--- config.mk ---
export PLATFORM = sky130hd
export DESIGN_NAME = dmem_region_router
export DESIGN_NICKNAME = d
export VERILOG_FILES = /design/src/rtl/dmem_region_router.sv
export SDC_FILE = /design/constraint.sdc
export NUM_CORES = 1
export LEC_CHECK = 0
export ABC_AREA = 0
export BUFFER_PORTS_ARGS = -buffer_cell sky130_fd_sc_hd__buf_2
export CAP_MARGIN = 25
export CORE_AREA = 2 2 159 161
export DETAILED_ROUTE_END_ITERATION = 8
export DIE_AREA = 0 0 161 163
export GPL_ROUTABILITY_DRIVEN = 0
export SLEW_MARGIN = 15
export SYNTH_ARGS = -nofsm -noshare
export SYNTH_HDL_FRONTEND = slang
export SYNTH_SLANG_ARGS = --single-unit
--- constraint.sdc ---
create_clock -name clk -period 5 [get_ports clk]
set_input_delay 0 -clock clk [delete_from_list [all_inputs] [get_ports clk]]
set_output_delay 0 -clock clk [all_outputs]
set_load 0.01 [all_outputs]
--- src/rtl/dmem_region_router.sv ---
// Data-memory router: core load/store port to one LMB and NUM_PER peripherals,
// with read-modify-write for partial LMB stores. Optional DMEM_BUS_ERR_EN adds bus_err_o.
module dmem_region_router #(
  parameter int unsigned DATA_WIDTH = 32,
  parameter int unsigned NUM_PER    = 2,
  parameter logic [DATA_WIDTH-1:0] LMB_LIMIT = DATA_WIDTH'('h47FFF),
  parameter logic [NUM_PER*DATA_WIDTH-1:0] PER_BASE =
    {DATA_WIDTH'(64'h4000_0000), DATA_WIDTH'(64'h0008_0000)},
  parameter logic [DATA_WIDTH-1:0] PER_SPAN  = DATA_WIDTH'('h1000)
) (
  input  logic                          clk,
  input  logic                          rst,
`ifdef DMEM_BUS_ERR_EN
  output logic                          bus_err_o,
`endif
  input  logic                          req_wr_en,
  input  logic                          req_rd_en,
  input  logic [DATA_WIDTH/8-1:0]       req_strobe,
  input  logic [DATA_WIDTH-1:0]         req_addr,
  input  logic [DATA_WIDTH-1:0]         req_wdata,
  output logic [DATA_WIDTH-1:0]         rsp_rdata,
  output logic                          stall_o,
  output logic                          misalign_o,
  output logic                          lmb_wr_en,
  output logic                          lmb_rd_en,
  output logic [DATA_WIDTH/8-1:0]       lmb_strobe,
  output logic [DATA_WIDTH-1:0]         lmb_addr,
  output logic [DATA_WIDTH-1:0]         lmb_wdata,
  input  logic [DATA_WIDTH-1:0]         lmb_rdata,
  output logic [NUM_PER-1:0]            per_wr_en,
  output logic [NUM_PER-1:0]            per_rd_en,
  output logic [NUM_PER*DATA_WIDTH/8-1:0] per_strobe,
  output logic [NUM_PER*DATA_WIDTH-1:0] per_addr,
  output logic [NUM_PER*DATA_WIDTH-1:0] per_wdata,
  input  logic [NUM_PER*DATA_WIDTH-1:0] per_rdata
);

  localparam int unsigned SB = DATA_WIDTH / 8;
  localparam int unsigned OB = $clog2(SB);
  localparam int unsigned SW = $clog2(SB + 1);

  typedef enum logic {IDLE, MERGE} state_t;
  state_t state, state_n;

  logic                  is_wr, is_rd;
  logic                  lmb_hit, mapped;
  logic [NUM_PER-1:0]    per_sel;
  logic [OB-1:0]         off;
  logic [SW-1:0]         size;
  logic                  full, misaligned;
  logic                  lmb_direct, lmb_partial, lmb_drop;
  logic [DATA_WIDTH-1:0] word_addr;

  logic [SB-1:0]         st_strobe;
  logic [OB-1:0]         st_off;
  logic [DATA_WIDTH-1:0] st_data;
  logic [DATA_WIDTH-1:0] st_addr;

  logic [SB-1:0]         merge_mask;
  logic [DATA_WIDTH-1:0] merge_data;
  logic [DATA_WIDTH-1:0] merged;

  logic                  ret_lmb;
  logic [NUM_PER-1:0]    ret_per;
  logic                  misalign_q;
`ifdef DMEM_BUS_ERR_EN
  logic                  bus_err_q;
`endif

  // Address decode and store classification
  always_comb begin
    is_wr   = req_wr_en;
    is_rd   = req_rd_en & ~req_wr_en;
    lmb_hit = (req_addr <= LMB_LIMIT);
    mapped  = lmb_hit;
    per_sel = '0;
    for (int unsigned i = 0; i < NUM_PER; i++) begin
      if (!mapped && (req_addr >= PER_BASE[i*DATA_WIDTH +: DATA_WIDTH]) &&
          ((req_addr - PER_BASE[i*DATA_WIDTH +: DATA_WIDTH]) < PER_SPAN)) begin
        per_sel[i] = 1'b1;
        mapped     = 1'b1;
      end
    end

    off               = req_addr[OB-1:0];
    word_addr         = req_addr;
    word_addr[OB-1:0] = '0;

    size = '0;
    for (int unsigned b = 0; b < SB; b++) begin
      size = size + SW'(req_strobe[b]);
    end

    full = (req_strobe == '1) && (off == '0);
    if (size == '0) begin
      misaligned = 1'b1;
    end else begin
      misaligned = ((SW'(off) % size) != '0);
    end

    lmb_direct  = is_wr && lmb_hit && full;
    lmb_partial = is_wr && lmb_hit && !full && !misaligned;
    lmb_drop    = is_wr && lmb_hit && !full && misaligned;
  end

  // Byte-merge of the latched store into the word read back from the LMB
  always_comb begin
    merge_mask = st_strobe << st_off;
    merge_data = st_data << {st_off, 3'b000};
    merged     = '0;
    for (int unsigned b = 0; b < SB; b++) begin
      merged[8*b +: 8] = merge_mask[b] ? merge_data[8*b +: 8] : lmb_rdata[8*b +: 8];
    end
  end

  always_comb begin
    state_n    = state;
    stall_o    = 1'b0;
    lmb_wr_en  = 1'b0;
    lmb_rd_en  = 1'b0;
    lmb_strobe = '0;
    lmb_addr   = '0;
    lmb_wdata  = '0;
    per_wr_en  = '0;
    per_rd_en  = '0;
    per_strobe = '0;
    per_addr   = '0;
    per_wdata  = '0;

    case (state)
      IDLE: begin
        if (lmb_direct) begin
          lmb_wr_en  = 1'b1;
          lmb_strobe = '1;
          lmb_addr   = word_addr;
          lmb_wdata  = req_wdata;
        end else if (lmb_partial) begin
          lmb_rd_en = 1'b1;
          lmb_addr  = word_addr;
          stall_o   = 1'b1;
          state_n   = MERGE;
        end else if (is_rd && lmb_hit) begin
          lmb_rd_en = 1'b1;
          lmb_addr  = word_addr;
        end

        for (int unsigned i = 0; i < NUM_PER; i++) begin
          if (per_sel[i] && (is_wr || is_rd)) begin
            per_wr_en[i]                           = is_wr;
            per_rd_en[i]                           = is_rd;
            per_strobe[i*SB +: SB]                 = req_strobe;
            per_addr[i*DATA_WIDTH +: DATA_WIDTH]   = req_addr;
            per_wdata[i*DATA_WIDTH +: DATA_WIDTH]  = req_wdata;
          end
        end
      end

      MERGE: begin
        // The stalled store is still on the request port; it is not re-decoded here.
        lmb_wr_en  = 1'b1;
        lmb_strobe = '1;
        lmb_addr   = st_addr;
        lmb_wdata  = merged;
        state_n    = IDLE;
      end

      default: state_n = IDLE;
    endcase
  end

  always_ff @(posedge clk or negedge rst) begin
    if (!rst) begin
      state      <= IDLE;
      st_strobe  <= '0;
      st_off     <= '0;
      st_data    <= '0;
      st_addr    <= '0;
      ret_lmb    <= 1'b0;
      ret_per    <= '0;
      misalign_q <= 1'b0;
`ifdef DMEM_BUS_ERR_EN
      bus_err_q  <= 1'b0;
`endif
    end else begin
      state <= state_n;
      if (state == IDLE && lmb_partial) begin
        st_strobe <= req_strobe;
        st_off    <= off;
        st_data   <= req_wdata;
        st_addr   <= word_addr;
      end
      ret_lmb    <= (state == IDLE) && is_rd && lmb_hit;
      ret_per    <= ((state == IDLE) && is_rd) ? per_sel : '0;
      misalign_q <= (state == IDLE) && lmb_drop;
`ifdef DMEM_BUS_ERR_EN
      bus_err_q  <= (state == IDLE) && (is_wr || is_rd) && !mapped;
`endif
    end
  end

  always_comb begin
    rsp_rdata = '0;
    if (ret_lmb) begin
      rsp_rdata = lmb_rdata;
    end
    for (int unsigned i = 0; i < NUM_PER; i++) begin
      if (ret_per[i]) begin
        rsp_rdata = rsp_rdata | per_rdata[i*DATA_WIDTH +: DATA_WIDTH];
      end
    end
  end

  assign misalign_o = misalign_q;
`ifdef DMEM_BUS_ERR_EN
  assign bus_err_o  = bus_err_q;
`endif

endmodule

Word level (Yosys, flattened, before mapping). Cells that the tools add are included.

Reductions and logical operators: 25. Equality and inequality tests: 1. Bitwise logic cells: 5. Muxes and demuxes: 45. Shift-type cells: 2. Div/mod/pow operators: 1. $add $sub $neg: 5. Order comparisons: 5.

Operators with widths (number): $mux 32 (11); $mux 64 (2); $pmux 32 s2 (2); $lt 32x13->1 const B (2); $or 32x32->32 (2); $mux 8 (5); $ge 32x20->1 const B (1); $ge 32x31->1 const B (1); $le 32x19->1 const B (1); $shl 32x5->32 (1); $sub 32x20->32 const B (1); $sub 32x31->32 const B (1); $logic_and 1x1->1 (17); $mux 1 (16); $mux 4 (3); $pmux 4 s2 (1); $mux 2 (3); $eq 4x4->1 const B (1); $logic_not 1->1 (4); $pmux 1 s2 (2); $shl 4x2->4 (1); $add 2x1->3 (1); $add 3x1->3 (1); $logic_not 3->1 (1); other kinds (7) (8).

Flip-flop bits (word level): 73. Bits of input ports: 168. Word-level logic and storage cells: 97.

Longest topological paths before layout.
Word-level depth: 12. Gate-level depth with buffers: 18. Gate-level depth less buffers: 16.

Worst setup path after synthesis. No wires, ideal clock.

Path type: input to register. Start point: in req_strobe[0]. End point: reg st_addr[12]. Slack: 0.873 ns. Required time: 4.875 ns. Setup time: 0.125 ns. Arrival: 4.002 ns. Cell stages on the path: 17. Path through: fa_1 > ha_1 > inv_1 > ha_1 > o211a_1 > ha_1 > o21ba_2 > o21ai_0 > mux2_2 > ha_1 > a21o_1 > a21oi_1 > mux2_2 > nand3_2 > buf_6 > buf_6 > mux2_4.

Cells in the longest elaborated chain, start to end: 9. Elaborated cells between the ends (all ways): 14. Classes of those cells: 3 x add/sub; 1 x div; 1 x eq/ne; 1 x mux; 8 x reduce/logical.

Ends and longest elaborated chain: start, declared (line 18) `input logic [DATA_WIDTH/8-1:0] req_strobe,`; $add 1x1->2 (line 91) `size = size + SW'(req_strobe[b]);`; $add 2x1->3 (line 91); $add 3x1->3 (line 91); $mod 2x3->3 (line 98) `misaligned = ((SW'(off) % size) != '0);`; $reduce_bool 3->1 (line 98); $mux 1 (line 95) `if (size == '0) begin`; $logic_not 1->1 (line 102) `lmb_partial = is_wr && lmb_hit && !full && !misaligned;`; $logic_and 1x1->1 (*) (line 102); $logic_and 1x1->1 (*) (line 186) `if (state == IDLE && lmb_partial) begin`; end signal, assigned (line 190) `st_addr <= word_addr;`; end, declared (line 57) `logic [DATA_WIDTH-1:0] st_addr;`.

Every way passes the cells marked *; elsewhere a longest branch is shown, timed or not. A chain may end at the register's enable or synchronous reset.

Worst setup path in the final report.
Start point: in req_strobe[0]. End point: out lmb_addr[2].

Cells in the longest elaborated chain, start to end: 11. Elaborated cells between the ends (all ways): 17. Classes of those cells: 3 x add/sub; 1 x div; 1 x eq/ne; 4 x mux; 8 x reduce/logical.

Ends and longest elaborated chain: $add 1x1->2 (line 91); $add 2x1->3 (line 91); $add 3x1->3 (line 91); $mod 2x3->3 (line 98); $reduce_bool 3->1 (line 98); $mux 1 (line 95); $logic_not 1->1 (line 102); $logic_and 1x1->1 (line 102); $mux 32 (line 137) `end else if (lmb_partial) begin`; $mux 32 (*) (line 132) `if (lmb_direct) begin`; $pmux 32 s2 (*) (line 130) `case (state)`; end, declared (line 27) `output logic [DATA_WIDTH-1:0] lmb_addr,`.

Marked as above.

==> impl_metrics.csv <==
group,metric,value,unit
outcome,run_status,"finished clean",
critical_path,timing.critical_path.arrival,4.77,ns
floorplan,initial_utilization,25.6,%
power,power.switching_fraction,29.2,%
yosys,synth.yosys.warnings,0,
power,p_switching,0.000517,W
floorplan,die_w,161,µm
yosys,postSynthCellCount,710,
detailed_routing,drt-vias-per-instance,4.82,
critical_path,crit_path_start_kind,"input pin",
global_route,global_route.usage.met1,24.4,%
yosys,synthSimpleGateAreaFrac,23.2,%
yosys,post_synth_num_cell_types,53,
yosys,synth_compound_gate_area_share,16.5,%
placed_design,port_buffer_count,373,
yosys,mux_cell_area_share_after_synthesis,16.5,%
detailed_routing,route.final.wire_length,27100,µm
clock_tree,tritoncts,"yes",
timing,post-route-min-period,4.77,ns
critical_path,setup.worst_path.class,"input pin to primary output",
detailed_routing,drt-wirelength-per-cell,18.8,µm
clock_tree,cts_made_buffers,9,
critical_path,endpoint_kind,"primary output",
global_route,antenna_found_initial,1,
power,share_clk_of_total_power,43.9,%
yosys,synth_seq_area_share,29.0,%
yosys,synth_adder_area_share,3.01,%
timing,hold_viol,0,
power,combPwrFrac,22.7,%
global_route,grt-busiest-layer,"met2",
clock_tree,clkTransAtPathRegs,0.06,ns
global_route,grt_pass1_wl,39100,µm
yosys,syn-mean-instance-area,8.89,µm²
timing,slew_violations,0,
clock_tree,clock_h_tree_levels,3,
critical_path,path_max_fanout,8,
placed_design,dp_hpwl,19800,µm
finish,mostFrequentLayoutCell,"sky130_fd_sc_hd__buf_2",
yosys,synth_xor_xnor_area_share,0.555,%
clock_tree,clock_tree.root_cell,"sky130_fd_sc_hd__clkbuf_16",
yosys,ys.flop_type,"sky130_fd_sc_hd__dfrtp_1",
yosys,synth.ff_latch_count,73,
global_route,grtUsageMet2,33.2,%
finish,most_used_cells_in_the_layout_excluding_fill_and_tap_cells,"sky130_fd_sc_hd__buf_2, sky130_fd_sc_hd__and2_1, sky130_fd_sc_hd__dfrtp_1",
job,cap_viol_max_count,0,
detailed_routing,drt-initial-drc-count,558,
power,total_leakage_power,5.26,nW
yosys,main_combinational_cell_family_by_area_after_synthesis,"simple AND/OR/NAND/NOR gates",
global_route,grt_max_degree,90,
finish,final_core_utilization,37.7,%
power,ir_drop,199,µV
detailed_routing,drcViolationCount,0,
hold_path,timing.hold.worst.class,"input pin to register",
clock_tree,clk_buf_depth,2,
timing,timing.fmax,0.210,GHz
finish,post_route_cells_drive_above_1_share,44.8,%
power,power_density,191,nW/µm²
timing,worst-slew-pin-transition,1.00,ns
floorplan,dieHeight,163,µm
power,power.internal,0.00126,W
timing,maxSlewHeadroom,33.3,%
finish,nets,1287,
floorplan,core_area,24700,µm²
floorplan,die_area,26200,µm²
critical_path,required_time_of_the_critical_path,5.00,ns
floorplan,fp-row-count,58,
yosys,ys_async_sr_fraction,100,%
global_route,grt_use_met3,4.07,%
power,seq_power_share,33.3,%
finish,ant_diodes,0,
timing,fin_tns_setup,0,ns
finish,flow.area_growth_from_synthesis,47.3,%
global_route,global_route.overflow_total,0,
clock_tree,clk-insertion-delay-late,0.34,ns
timing,final.period_utilization,95.4,%
global_route,grt_pass1_vias,6595,
detailed_routing,route.vias.total,6941,
clock_tree,cts_num_sinks,73,
yosys,synth_enable_flop_cells,0,
timing,rsz_0062_raised_after_global_routing,"no",
yosys,post_synth_instance_area,6310,µm²
detailed_routing,detail_route.first_pass.iterations,7,
global_route,global_route.usage.total,19.3,%
timing,setup_viol_count_final,0,
detailed_routing,ant_nets,0,
floorplan,top_level_ports,412,
timing,fin_worst_skew,0.00551,ns
[synth_stat cells, types with 9 or more instances]
cell type | number | share of area [%]
sky130_fd_sc_hd__a211oi_1 | 9 | 1.1
sky130_fd_sc_hd__a21oi_1 | 52 | 4.1
sky130_fd_sc_hd__a222oi_1 | 32 | 5.1
sky130_fd_sc_hd__a22o_1 | 32 | 4.4
sky130_fd_sc_hd__and2_1 | 119 | 12
sky130_fd_sc_hd__buf_4 | 42 | 5.0
sky130_fd_sc_hd__clkbuf_1 | 44 | 2.6
sky130_fd_sc_hd__dfrtp_1 | 73 | 29
sky130_fd_sc_hd__ha_1 | 12 | 2.4
sky130_fd_sc_hd__inv_1 | 43 | 2.6
sky130_fd_sc_hd__mux2_2 | 66 | 12
sky130_fd_sc_hd__mux2i_1 | 19 | 3.0
sky130_fd_sc_hd__nor2_1 | 55 | 3.3
sky130_fd_sc_hd__nor2b_1 | 12 | 1.2
sky130_fd_sc_hd__nor4b_1 | 16 | 2.2
[routing by layer]
layer | routed length [µm] | part of all wire (%) | vias to the layer above
li1 | - | - | 3246
met4 | 565 | 2.1 | 2
met3 | 2020 | 7.5 | 40
met1 | 11400 | 42 | 3282
met5 | 12 | 0.044 | -
met2 | 13100 | 48 | 371
[power by group through the flow]
stage / logic [W] / registers, W / clock network, W
after floorplan: 0.000178 / 0.000602 / 0
after global placement: 0.000315 / 0.000602 / 0
after detailed placement: 0.000322 / 0.000602 / 0
after CTS: 0.000356 / 0.000591 / 0.000802
after global routing: 0.000441 / 0.000591 / 0.000821
final: 0.000403 / 0.000591 / 0.000779
[path summary, 6_finish.rpt]
check                      slack [ns]                    start                       to  cells after the start
setup / recovery                 0.23            req_strobe[0]              lmb_addr[2]                     19
hold / removal                   0.04            req_wdata[25]  st_data[25]$_DFFE_PN0P_                      2
setup reg to reg                 2.57          state$_DFF_PN0_  st_data[28]$_DFFE_PN0P_                      6
hold reg to reg                  0.48  st_addr[24]$_DFFE_PN0P_  st_addr[24]$_DFFE_PN0P_                      1
max in group asynchronous        4.21                      rst          state$_DFF_PN0_                      3
min in group asynchronous        0.17                      rst  st_addr[22]$_DFFE_PN0P_                      2
[layout make-up]
cell class | count | area [µm²]
clock buffers | 9 | 225
clock inverters | 7 | 126
fillers | 2540 | 15400
inverters | 43 | 161
multi-input cells | 534 | 3960
flip-flops and latches | 73 | 1830
well taps | 330 | 413
repair buffers | 444 | 2580
[through the flow]
step / power, W / hold slack [ns] / instance area (µm²) / instances / setup slack, ns
2_1_floorplan: 0.000780 / -0.296 / 6450 / 747 / 0.873
5_1_grt: 0.00185 / 0.0429 / 9300 / 1440 / 0.0306
4_1_cts: 0.00175 / 0.0375 / 9250 / 1438 / 0.0370
3_3_place_gp: 0.000918 / 0.232 / 8340 / 1366 / 0.552
3_5_place_dp: 0.000924 / 0.244 / 8350 / 1368 / 0.415
6_report: 0.00177 / 0.0359 / 9300 / 1440 / 0.229
[timing repair]
item                       4_1_cts  5_1_grt
setup buffers                    0        0
hold endpoints to repair       126        0
hold buffers                    54        0
resized for setup                0        8
setup endpoints to repair        0       48
[critical path, stage by stage]
cell and delay, ns:
sky130_fd_sc_hd__dlygate4sd3_1 0.54, sky130_fd_sc_hd__buf_2 0.15, sky130_fd_sc_hd__fa_1 0.48, sky130_fd_sc_hd__ha_1 0.37
sky130_fd_sc_hd__inv_1 0.11, sky130_fd_sc_hd__ha_1 0.18, sky130_fd_sc_hd__o211a_1 0.24, sky130_fd_sc_hd__ha_1 0.32
sky130_fd_sc_hd__o21ba_2 0.22, sky130_fd_sc_hd__o21ai_2 0.09, sky130_fd_sc_hd__mux2_2 0.39, sky130_fd_sc_hd__ha_1 0.27
sky130_fd_sc_hd__a21o_1 0.17, sky130_fd_sc_hd__a21oi_2 0.18, sky130_fd_sc_hd__mux2_2 0.43, sky130_fd_sc_hd__a21oi_4 0.20
sky130_fd_sc_hd__buf_4 0.21, sky130_fd_sc_hd__nor2_1 0.06, sky130_fd_sc_hd__buf_2 0.14
[kinds of logic after synthesis]
kind of cell,Yosys count
buffers and inverters,140
AOI/OAI and AO/OA,140
other,1
muxes,92
xor gates and xnor gates,4
and+or+nand+nor,246
DFF,73
adders and majority gates,14
[registers in the layout, summed over array words and instances, names as in the netlist]
signal,flops
misalign_o,1
st_addr,30
ret_per,2
st_strobe,4
st_off,2
ret_lmb,1
state,1
st_data,32
No activity file was read; power rests on OpenSTA's default activity.
